[src/rtl/neuron_layer_seq.sv]
`default_nettype none
// ============================================================================
//  Module      : neuron_layer_seq
//  Description : Time-multiplexed fully connected layer. A single signed 8x8
//                MAC evaluates each neuron in turn, fetching weights and the
//                bias from an external synchronous ROM. Each neuron result is
//                passed through a ReLU/quantise stage and streamed out with a
//                valid/ready handshake.
//  Revision    : 1.0 - initial release
// ============================================================================
module neuron_layer_seq #(
    parameter int NUM_INPUTS  = 5,
    parameter int NUM_NEURONS = 4,
    parameter int ADDR_W      = 5,
    parameter int IDX_W       = 2
) (
    input  logic                    clk,
    input  logic                    reset,
    input  logic                    in_valid,
    output logic                    in_ready,
    input  logic [8*NUM_INPUTS-1:0] in_data,
    output logic [ADDR_W-1:0]       w_addr,
    input  logic [7:0]              w_data,
    output logic                    out_valid,
    input  logic                    out_ready,
    output logic [7:0]              out_data,
    output logic [IDX_W-1:0]        out_idx,
    output logic                    busy
);

    // Step counter covers j = 0 .. NUM_INPUTS+1 within one neuron.
    localparam int c_J_W = $clog2(NUM_INPUTS + 2);

    localparam logic [c_J_W-1:0] c_NUM_IN_J = c_J_W'(NUM_INPUTS);
    localparam logic [c_J_W-1:0] c_LAST_J   = c_J_W'(NUM_INPUTS + 1);
    localparam logic [IDX_W-1:0] c_LAST_N   = IDX_W'(NUM_NEURONS - 1);

    localparam logic [1:0] c_IDLE = 2'd0;
    localparam logic [1:0] c_RUN  = 2'd1;
    localparam logic [1:0] c_OUT  = 2'd2;

    logic [1:0]              r_state;
    logic [1:0]              w_state_next;
    logic [8*NUM_INPUTS-1:0] r_act;
    logic [15:0]             r_acc;
    logic [c_J_W-1:0]        r_j;
    logic [IDX_W-1:0]        r_neuron;
    logic [ADDR_W-1:0]       r_w_addr;
    logic [7:0]              r_out_data;

    logic [7:0]              w_act;
    logic [15:0]             w_prod;
    logic [15:0]             w_acc_next;
    logic [7:0]              w_quant;

    // Select activation A(j-1) for the weight arriving this cycle.
    always_comb begin
        w_act = '0;
        for (int k = 0; k < NUM_INPUTS; k++) begin
            if (r_j == c_J_W'(k + 1)) begin
                w_act = r_act[8*k +: 8];
            end
        end
    end

    // Unsigned activation times signed weight; only the low 16 bits matter.
    assign w_prod = $signed({8'd0, w_act}) * $signed({{8{w_data[7]}}, w_data});

    // Accumulator update: nothing on j=0, MAC on weight steps, bias on the last.
    always_comb begin
        w_acc_next = r_acc;
        if (r_j == c_LAST_J) begin
            w_acc_next = r_acc + {{8{w_data[7]}}, w_data};
        end else if (r_j != '0) begin
            w_acc_next = r_acc + w_prod;
        end
    end

    // ReLU and quantise: bit 13 acts as the sign, bits 15:14 are discarded.
    assign w_quant = w_acc_next[13] ? 8'd0 : w_acc_next[13:6];

    // FSM state register.
    always_ff @(posedge clk or negedge reset) begin
        if (!reset) begin
            r_state <= c_IDLE;
        end else begin
            r_state <= w_state_next;
        end
    end

    // FSM next-state decode.
    always_comb begin
        w_state_next = r_state;
        case (r_state)
            c_IDLE: if (in_valid) w_state_next = c_RUN;
            c_RUN:  if (r_j == c_LAST_J) w_state_next = c_OUT;
            c_OUT: begin
                if (out_ready) begin
                    w_state_next = (r_neuron == c_LAST_N) ? c_IDLE : c_RUN;
                end
            end
            default: w_state_next = c_IDLE;
        endcase
    end

    // Datapath: activation capture, MAC sequencing, ROM addressing, result.
    always_ff @(posedge clk or negedge reset) begin
        if (!reset) begin
            r_act      <= '0;
            r_acc      <= '0;
            r_j        <= '0;
            r_neuron   <= '0;
            r_w_addr   <= '0;
            r_out_data <= '0;
        end else begin
            case (r_state)
                c_IDLE: begin
                    if (in_valid) begin
                        r_act    <= in_data;
                        r_acc    <= '0;
                        r_j      <= '0;
                        r_neuron <= '0;
                        r_w_addr <= '0;
                    end
                end
                c_RUN: begin
                    r_acc <= w_acc_next;
                    // Advance through weights to the bias address, then hold.
                    if (r_j < c_NUM_IN_J) begin
                        r_w_addr <= r_w_addr + ADDR_W'(1);
                    end
                    if (r_j == c_LAST_J) begin
                        r_out_data <= w_quant;
                        r_j        <= '0;
                    end else begin
                        r_j <= r_j + c_J_W'(1);
                    end
                end
                c_OUT: begin
                    if (out_ready && (r_neuron != c_LAST_N)) begin
                        r_neuron <= r_neuron + IDX_W'(1);
                        r_j      <= '0;
                        r_acc    <= '0;
                        // Neuron blocks are contiguous: the next block starts
                        // right after the bias address still held here.
                        r_w_addr <= r_w_addr + ADDR_W'(1);
                    end
                end
                default: begin
                    r_j <= '0;
                end
            endcase
        end
    end

    assign in_ready  = (r_state == c_IDLE);
    assign busy      = (r_state != c_IDLE);
    assign out_valid = (r_state == c_OUT);
    assign out_data  = r_out_data;
    assign out_idx   = r_neuron;
    assign w_addr    = r_w_addr;

endmodule
`default_nettype wire

[config.mk]
export PLATFORM = sky130hd
export DESIGN_NAME = neuron_layer_seq
export DESIGN_NICKNAME = d
export VERILOG_FILES = /design/src/rtl/neuron_layer_seq.sv
export SDC_FILE = /design/constraint.sdc
export NUM_CORES = 1
export LEC_CHECK = 0
export CAP_MARGIN = 10
export CORE_ASPECT_RATIO = 1.5
export CORE_MARGIN = 1.5
export CORE_UTILIZATION = 40
export CTS_BUF_LIST = sky130_fd_sc_hd__clkbuf_8
export DETAILED_ROUTE_END_ITERATION = 12
export PLACE_DENSITY = 0.69
export SLEW_MARGIN = 30
export SYNTH_ARGS = -nofsm -noshare
export SYNTH_HDL_FRONTEND = slang
export SYNTH_SLANG_ARGS = --single-unit
[constraint.sdc]
create_clock -name clk -period 17.7 [get_ports clk]
set_input_delay 3.54 -clock clk [delete_from_list [all_inputs] [get_ports clk]]
set_output_delay 3.54 -clock clk [all_outputs]
set_load 0.05 [all_outputs]
==> out/results.tsv, run 1 <==
metric	value	unit
syn_area_per_cell	10.3	sq um
Fin. Hold Viols	0	
Die Ht	157	um
crit path max fanout	13	
setup TNS	0	ns
Synth Flop Type	dfrtp_1	
vias per cell	5.49	
FF+latch area	1830	sq um
hold path cells	1	
Hold Path Class	reg2reg	
GR Util met2	36.0	%
minimum clock period after layout	8.46	ns
max-slew violations	0	
Final setup viols	0	
EDFF count, synth	0	
vias in the first global route	5139	
gp weighted congestion	0.880	
area occupied by multi-input gates	4200	sq um
DR iter-0 viols	180	
routed len/inst	17.0	um
area grow syn2layout	17.1	%
Clock Path Buffers	2	
met1 global-route usage	20.6	%
Seq/Total Area, Yosys	28.7	%
setup slack after layout	9.24	ns
Clock Latency Late Sink	0.36	ns
CTS buffer count	9	
Die W	106	um
fin nets	841	
met3 Use GR	2.82	%
Post-DP HPWL	11900	um
status	complete, no violations	
Max Cap Violations	0	
crit share post-route	47.8	%
initial antenna violation count	0	
Post-synth ARST share	100	%
drt first pass iters	4	
crit path kind	in2reg	
largest net degree at the start of global routing	74	
Fmax	118	MHz
Root Buffer	clkbuf_8	
Worst Hold End	w_addr[4]$_DFFE_PN0P_	
CTS tree	built	
Synth Register Bits	73	
Fill cells	1439	
GRT Residual Overflow	0	
R2R setup slack	10.92	ns
Yosys cell types	63	
Yosys warnings	0	
H-tree depth	3	
Core Region	15600	sq um
Die ar.	16700	sq um
CP Launch Type	input pin	
RSZ-0062 raised after global routing	no	
initial core utilization	40.7	%
Rows	56	
first-pass GRT wire length	24800	um
Slew headroom	45.2	%
clk slew on worst S/H paths	0.08	ns
Critical Path End Type	register	
detailed-route DRC error count	0	
io pins	70	
# diodes	0	
GRT Resource Usage Total	19.0	%
hold_sp	w_addr[4]$_DFFE_PN0P_	
Vias	4893	
RR Endpoint	r_acc[12]$_DFFE_PN0P_	
drt total wl	15100	um
Worst EP arrival	8.72	ns
Reg2Reg Depth	20	
mapped cell area	6360	sq um
Layout Skew	0.0111	ns
Post-DRT Antenna Nets	0	
Slew @ Worst Pin	0.822	ns
CTS sink count	73	
Post-CTS Setup Inserts	0	
gr busiest metal	met2	
# hold bufs at CTS	0	
Place WS	8.91	ns
CP required	17.96	ns
cts repair resizes	0	
syn_nets	777	
share of cells above drive strength 1	10.9	%
r2r startpoint	r_j[0]$_DFFE_PN0P_	
Port Buffer Count	68	
Post-Syn Instances	619	
[layer usage]
layer  part of all wire (%)  vias up
met5                      0        -
met4                    4.0        0
met3                    4.0       38
met2                     55      143
met1                     37     2444
li1                       -     2268
[state kept, by name, indices dropped and copies added, names as in the netlist]
| name | count |
|---|---|
| r_state | 2 |
| r_acc | 14 |
| r_act | 40 |
| r_j | 3 |
| out_data | 7 |
| w_addr | 5 |
| out_idx | 2 |
[cells in the mapped netlist, drive strengths merged, types with 2 or more instances]
| master | count | area [sq um] |
|---|---|---|
| nor2 | 19 | 71.3 |
| o22ai | 4 | 25.0 |
| mux2i | 9 | 90.1 |
| o221a | 4 | 45.0 |
| a22oi | 8 | 60.1 |
| a21boi | 2 | 15.0 |
| xor2 | 4 | 35.0 |
| o21bai | 3 | 22.5 |
| nand2 | 47 | 176 |
| o21ai | 31 | 155 |
| buf | 9 | 56.3 |
| inv | 65 | 244 |
| nand3b | 3 | 22.5 |
| nor2b | 25 | 156 |
| a211oi | 2 | 20.0 |
| dfrtp | 73 | 1830 |
| nor3 | 7 | 40.0 |
| clkbuf | 9 | 33.8 |
| o221ai | 4 | 35.0 |
| or2 | 4 | 25.0 |
| and2 | 13 | 81.3 |
| or3 | 3 | 18.8 |
| fa | 50 | 1000 |
| nand2b | 13 | 88.8 |
| mux2 | 40 | 450 |
| a32oi | 2 | 17.5 |
| ha | 56 | 701 |
| xnor2 | 18 | 158 |
| a32o | 2 | 20.0 |
| o21a | 8 | 61.3 |
| a31oi | 3 | 18.8 |
| a21o | 8 | 60.1 |
| a21oi | 21 | 109 |
| a22o | 9 | 78.8 |
| a221o | 3 | 30.0 |
| o211ai | 6 | 45.0 |
| nand3 | 14 | 70.1 |
| o31ai | 4 | 57.6 |
[worst max-delay path: stages]
cell	delay [ns]
clkdlybuf4s50_1	0.90
inv_1	0.20
or2_2	0.35
fa_1	0.54
inv_1	0.06
fa_1	0.53
inv_1	0.05
fa_1	0.52
inv_1	0.05
fa_1	0.41
ha_1	0.20
xnor2_1	0.21
xnor2_1	0.17
xnor2_1	0.14
xnor3_1	0.43
xor2_1	0.15
nand2_1	0.06
a22o_1	0.19
[worst max path at each step]
| stage | start | to | slack [ns] |
|---|---|---|---|
| detailed placement | w_data[7] | r_acc[12]$_DFFE_PN0P_ | 8.91 |
| floorplan | w_data[7] | r_acc[13]$_DFFE_PN0P_ | 10.13 |
| finish | w_data[7] | r_acc[13]$_DFFE_PN0P_ | 9.24 |
| global placement | w_data[7] | r_acc[13]$_DFFE_PN0P_ | 8.95 |
| CTS | w_data[7] | r_acc[13]$_DFFE_PN0P_ | 9.24 |
| global route | w_data[7] | r_acc[13]$_DFFE_PN0P_ | 8.97 |
[metrics by stage]
step	hold WS [ns]	cell area [sq um]	instances	util, %
2_1_floorplan	0.479	6360	619	-
4_1_cts	0.492	7440	891	47.6
6_report	0.491	7450	891	47.7
5_1_grt	0.519	7450	891	47.7
3_5_place_dp	0.482	7220	875	46.2
3_3_place_gp	0.475	7220	875	46.2
[layout make-up]
| class | count | area share [%] |
|---|---|---|
| Timing Repair Buffer | 71 | 9.43 |
| Inverter | 65 | 3.28 |
| Tap cell | 203 | 3.41 |
| Clock inverter | 6 | 1.11 |
| Multi-Input combinational cell | 463 | 56.4 |
| Clock buffer | 10 | 1.85 |
| Sequential cell | 73 | 24.5 |
[cells in the final DEF, fill, tap and decap left out, drive strengths merged, types with 4 or more instances in the layout]
cell type,count
o22ai,4
o221ai,4
and2,13
a21o,8
a22o,9
nor3,7
o211ai,6
fa,50
o221a,4
o31ai,4
nand3,14
dfrtp,73
clkdlybuf4s50,67
clkbuf,10
buf,4
nand2b,13
or2,4
mux2,40
o21ai,31
inv,66
nand2,47
xnor2,18
a21oi,21
xor2,4
o21a,8
ha,56
a22oi,8
nor2,19
mux2i,9
nor2b,25
[logic make-up (layout without fill, tap and decap cells)]
family                   count (synthesis)  count (layout)  synth area share [%]
XOR/XNOR                                23              23                  3.38
adder cells (fa/ha/maj)                106             106                  26.8
AO/OA/AOI/OAI                          132             132                  15.0
multiplexers                            49              49                  8.50
buffers and inverters                   83             152                  5.25
AND/OR/NAND/NOR                        152             152                  12.3
other                                    1               1                0.0590
flip-flops                              73              73                  28.7
Power of run 1 is not shown: default switching activity piles up to over one toggle a cycle in this logic, so the estimate is an artifact.
==> run 2: changes to the inputs <==
--- a/config.mk
+++ b/config.mk
@@ -11,7 +11,7 @@
 export CORE_UTILIZATION = 40
 export CTS_BUF_LIST = sky130_fd_sc_hd__clkbuf_8
 export DETAILED_ROUTE_END_ITERATION = 12
-export PLACE_DENSITY = 0.69
+export PLACE_DENSITY = 0.71
 export SLEW_MARGIN = 30
 export SYNTH_ARGS = -nofsm -noshare
 export SYNTH_HDL_FRONTEND = slang
==> constraint.sdc (replaced) <==
create_clock -name clk -period 7.55 [get_ports clk]
set_input_delay 1.51 -clock clk [delete_from_list [all_inputs] [get_ports clk]]
set_output_delay 1.51 -clock clk [all_outputs]
set_load 0.05 [all_outputs]
==> run 2 against run 1 <==
Effect of this change:
- final area decreased by 0.15%
- critical path depth rose by 3
- flip-flop and latch count unchanged
- via count down 1.0%
- critical endpoint is now r_acc[12]$_DFFE_PN0P_
- clock-buffer cell count down 1
- non-clock buffer count is 2 higher
- global-route usage up 0.062 points
- register-to-register slack worse by 10 ns
- final cell count increased by 0.22%
- utilization decreased by 0.072 points
==> out/results.tsv, run 2 (synthesis gave the netlist of run 1 again) <==
metric	value	unit
CP required	7.80	ns
Die Ht	157	um
CTS tree	built	
largest net degree at the start of global routing	74	
setup TNS	0	ns
max FFs per register	40	
GRT Residual Overflow	0	
max-slew violations	0	
status	complete, no violations	
Slew headroom	49.6	%
drt total wl	15200	um
Max Cap Violations	0	
Reg2Reg Depth	21	
Worst EP arrival	6.90	ns
H-tree depth	3	
Critical Path End Type	register	
Rows	56	
GRT Resource Usage Total	19.1	%
most common cell after layout, fill and taps aside	dfrtp_1	
area grow syn2layout	16.9	%
Layout Skew	0.00795	ns
initial core utilization	40.7	%
CP Launch Type	register	
first-pass GRT wire length	25000	um
share of cells above drive strength 1	11.3	%
Post-DP HPWL	12400	um
Port Buffer Count	68	
Root Buffer	clkbuf_8	
crit path kind	reg2reg	
vias per cell	5.42	
# hold bufs at CTS	0	
most frequent cells in the layout	dfrtp_1 (73), clkdlybuf4s50_1 (67), inv_1 (65)	
DR iter-0 viols	184	
Post-CTS Setup Inserts	0	
Hold Path Class	reg2reg	
hold path cells	1	
Die W	106	um
io pins	70	
Vias	4844	
# diodes	0	
vias in the first global route	5145	
Core Region	15600	sq um
CTS sink count	73	
detailed-route DRC error count	0	
crit share post-route	88.1	%
CTS buffer count	9	
crit path max fanout	18	
initial antenna violation count	0	
Fin. Hold Viols	0	
Fmax	150	MHz
Die ar.	16700	sq um
Final setup viols	0	
Slew @ Worst Pin	0.757	ns
cts repair resizes	0	
RSZ-0062 raised after global routing	no	
gp weighted congestion	0.910	
fin nets	843	
Clock Latency Late Sink	0.36	ns
clk slew on worst S/H paths	0.09	ns
Clock Path Buffers	2	
largest reg by FF count	r_act	
routed len/inst	17.0	um
drt first pass iters	4	
Post-DRT Antenna Nets	0	
minimum clock period after layout	6.65	ns
## run 2: changes by cell type in the layout (fill, tap and decap cells not counted), sizes merged
cell / before / now
buf: 4 / 6
bufinv: 2 / 1
clkbuf: 10 / 9
clkinv: 3 / 4
clkinvlp: 0 / 1
## run 2: metal layers
layer | global-route usage (%) | part of all wire (%) | wire length [um] | vias up
li1 | - | - | - | 2276
met2 | 37.4 | 56 | 8540 | 97
met1 | 20.3 | 38 | 5740 | 2440
met5 | 0 | 0 | 0 | -
met3 | 2.15 | 3.0 | 457 | 31
met4 | 8.24 | 2.8 | 429 | 0
## run 2: final timing paths
kind | end | slack [ns] | start
hold reg to reg | w_addr[4]$_DFFE_PN0P_ | 0.49 | w_addr[4]$_DFFE_PN0P_
setup reg to reg | r_acc[12]$_DFFE_PN0P_ | 0.90 | r_j[0]$_DFFE_PN0P_
max in group asynchronous | w_addr[3]$_DFFE_PN0P_ | 5.83 | reset
setup / recovery | r_acc[12]$_DFFE_PN0P_ | 0.90 | r_j[0]$_DFFE_PN0P_
min in group asynchronous | r_act[35]$_DFFE_PN0P_ | 1.26 | reset
hold / removal | w_addr[4]$_DFFE_PN0P_ | 0.49 | w_addr[4]$_DFFE_PN0P_
## run 2: metrics by stage
step / setup slack [ns] / std cells / utilization, % / hold WS (ns) / area (sq um)
global placement: 1.02 / 877 / 46.3 / 0.472 / 7240
floorplan: 1.56 / 619 / - / 0.479 / 6360
global route: 0.535 / 893 / 47.6 / 0.522 / 7440
detailed placement: 0.889 / 877 / 46.3 / 0.475 / 7240
CTS: 0.952 / 893 / 47.6 / 0.491 / 7430
finish: 0.898 / 893 / 47.6 / 0.494 / 7440
## run 2: worst max-delay path, stage by stage, from the launching register on
cell and delay (ns):
dfrtp_1 0.66, and2_1 0.31, ha_1 0.28, or2_1 0.37, o221ai_1 0.63, nand2_1 0.16, fa_1 0.53, inv_1 0.06
fa_1 0.45, ha_1 0.34, fa_1 0.49, ha_1 0.30, ha_1 0.16, inv_1 0.06, fa_1 0.40, nor2b_1 0.14
o21ai_0 0.12, a21boi_0 0.43, o211a_1 0.22, o21a_1 0.12, nor3_1 0.04, a221o_1 0.27
## run 2: layout make-up
class	instances	area, sq um
Tap cell	203	254
Clock inverter	7	70.1
Fill cell	1455	8190
Clock buffer	9	124
Inverter	65	244
Sequential cell	73	1830
Timing Repair Buffer	73	717
Multi-Input combinational cell	463	4200
Power of run 2 is left out for the same reason.
==> run 3: changes to the inputs <==
--- a/config.mk
+++ b/config.mk
@@ -5,7 +5,7 @@
 export SDC_FILE = /design/constraint.sdc
 export NUM_CORES = 1
 export LEC_CHECK = 0
-export CAP_MARGIN = 10
+export CAP_MARGIN = 20
 export CORE_ASPECT_RATIO = 1.5
 export CORE_MARGIN = 1.5
 export CORE_UTILIZATION = 40
==> results of run 3 <==
The final DEF is identical to that of run 2; final timing and power are the same.
Power of run 3 is left out for the same reason.
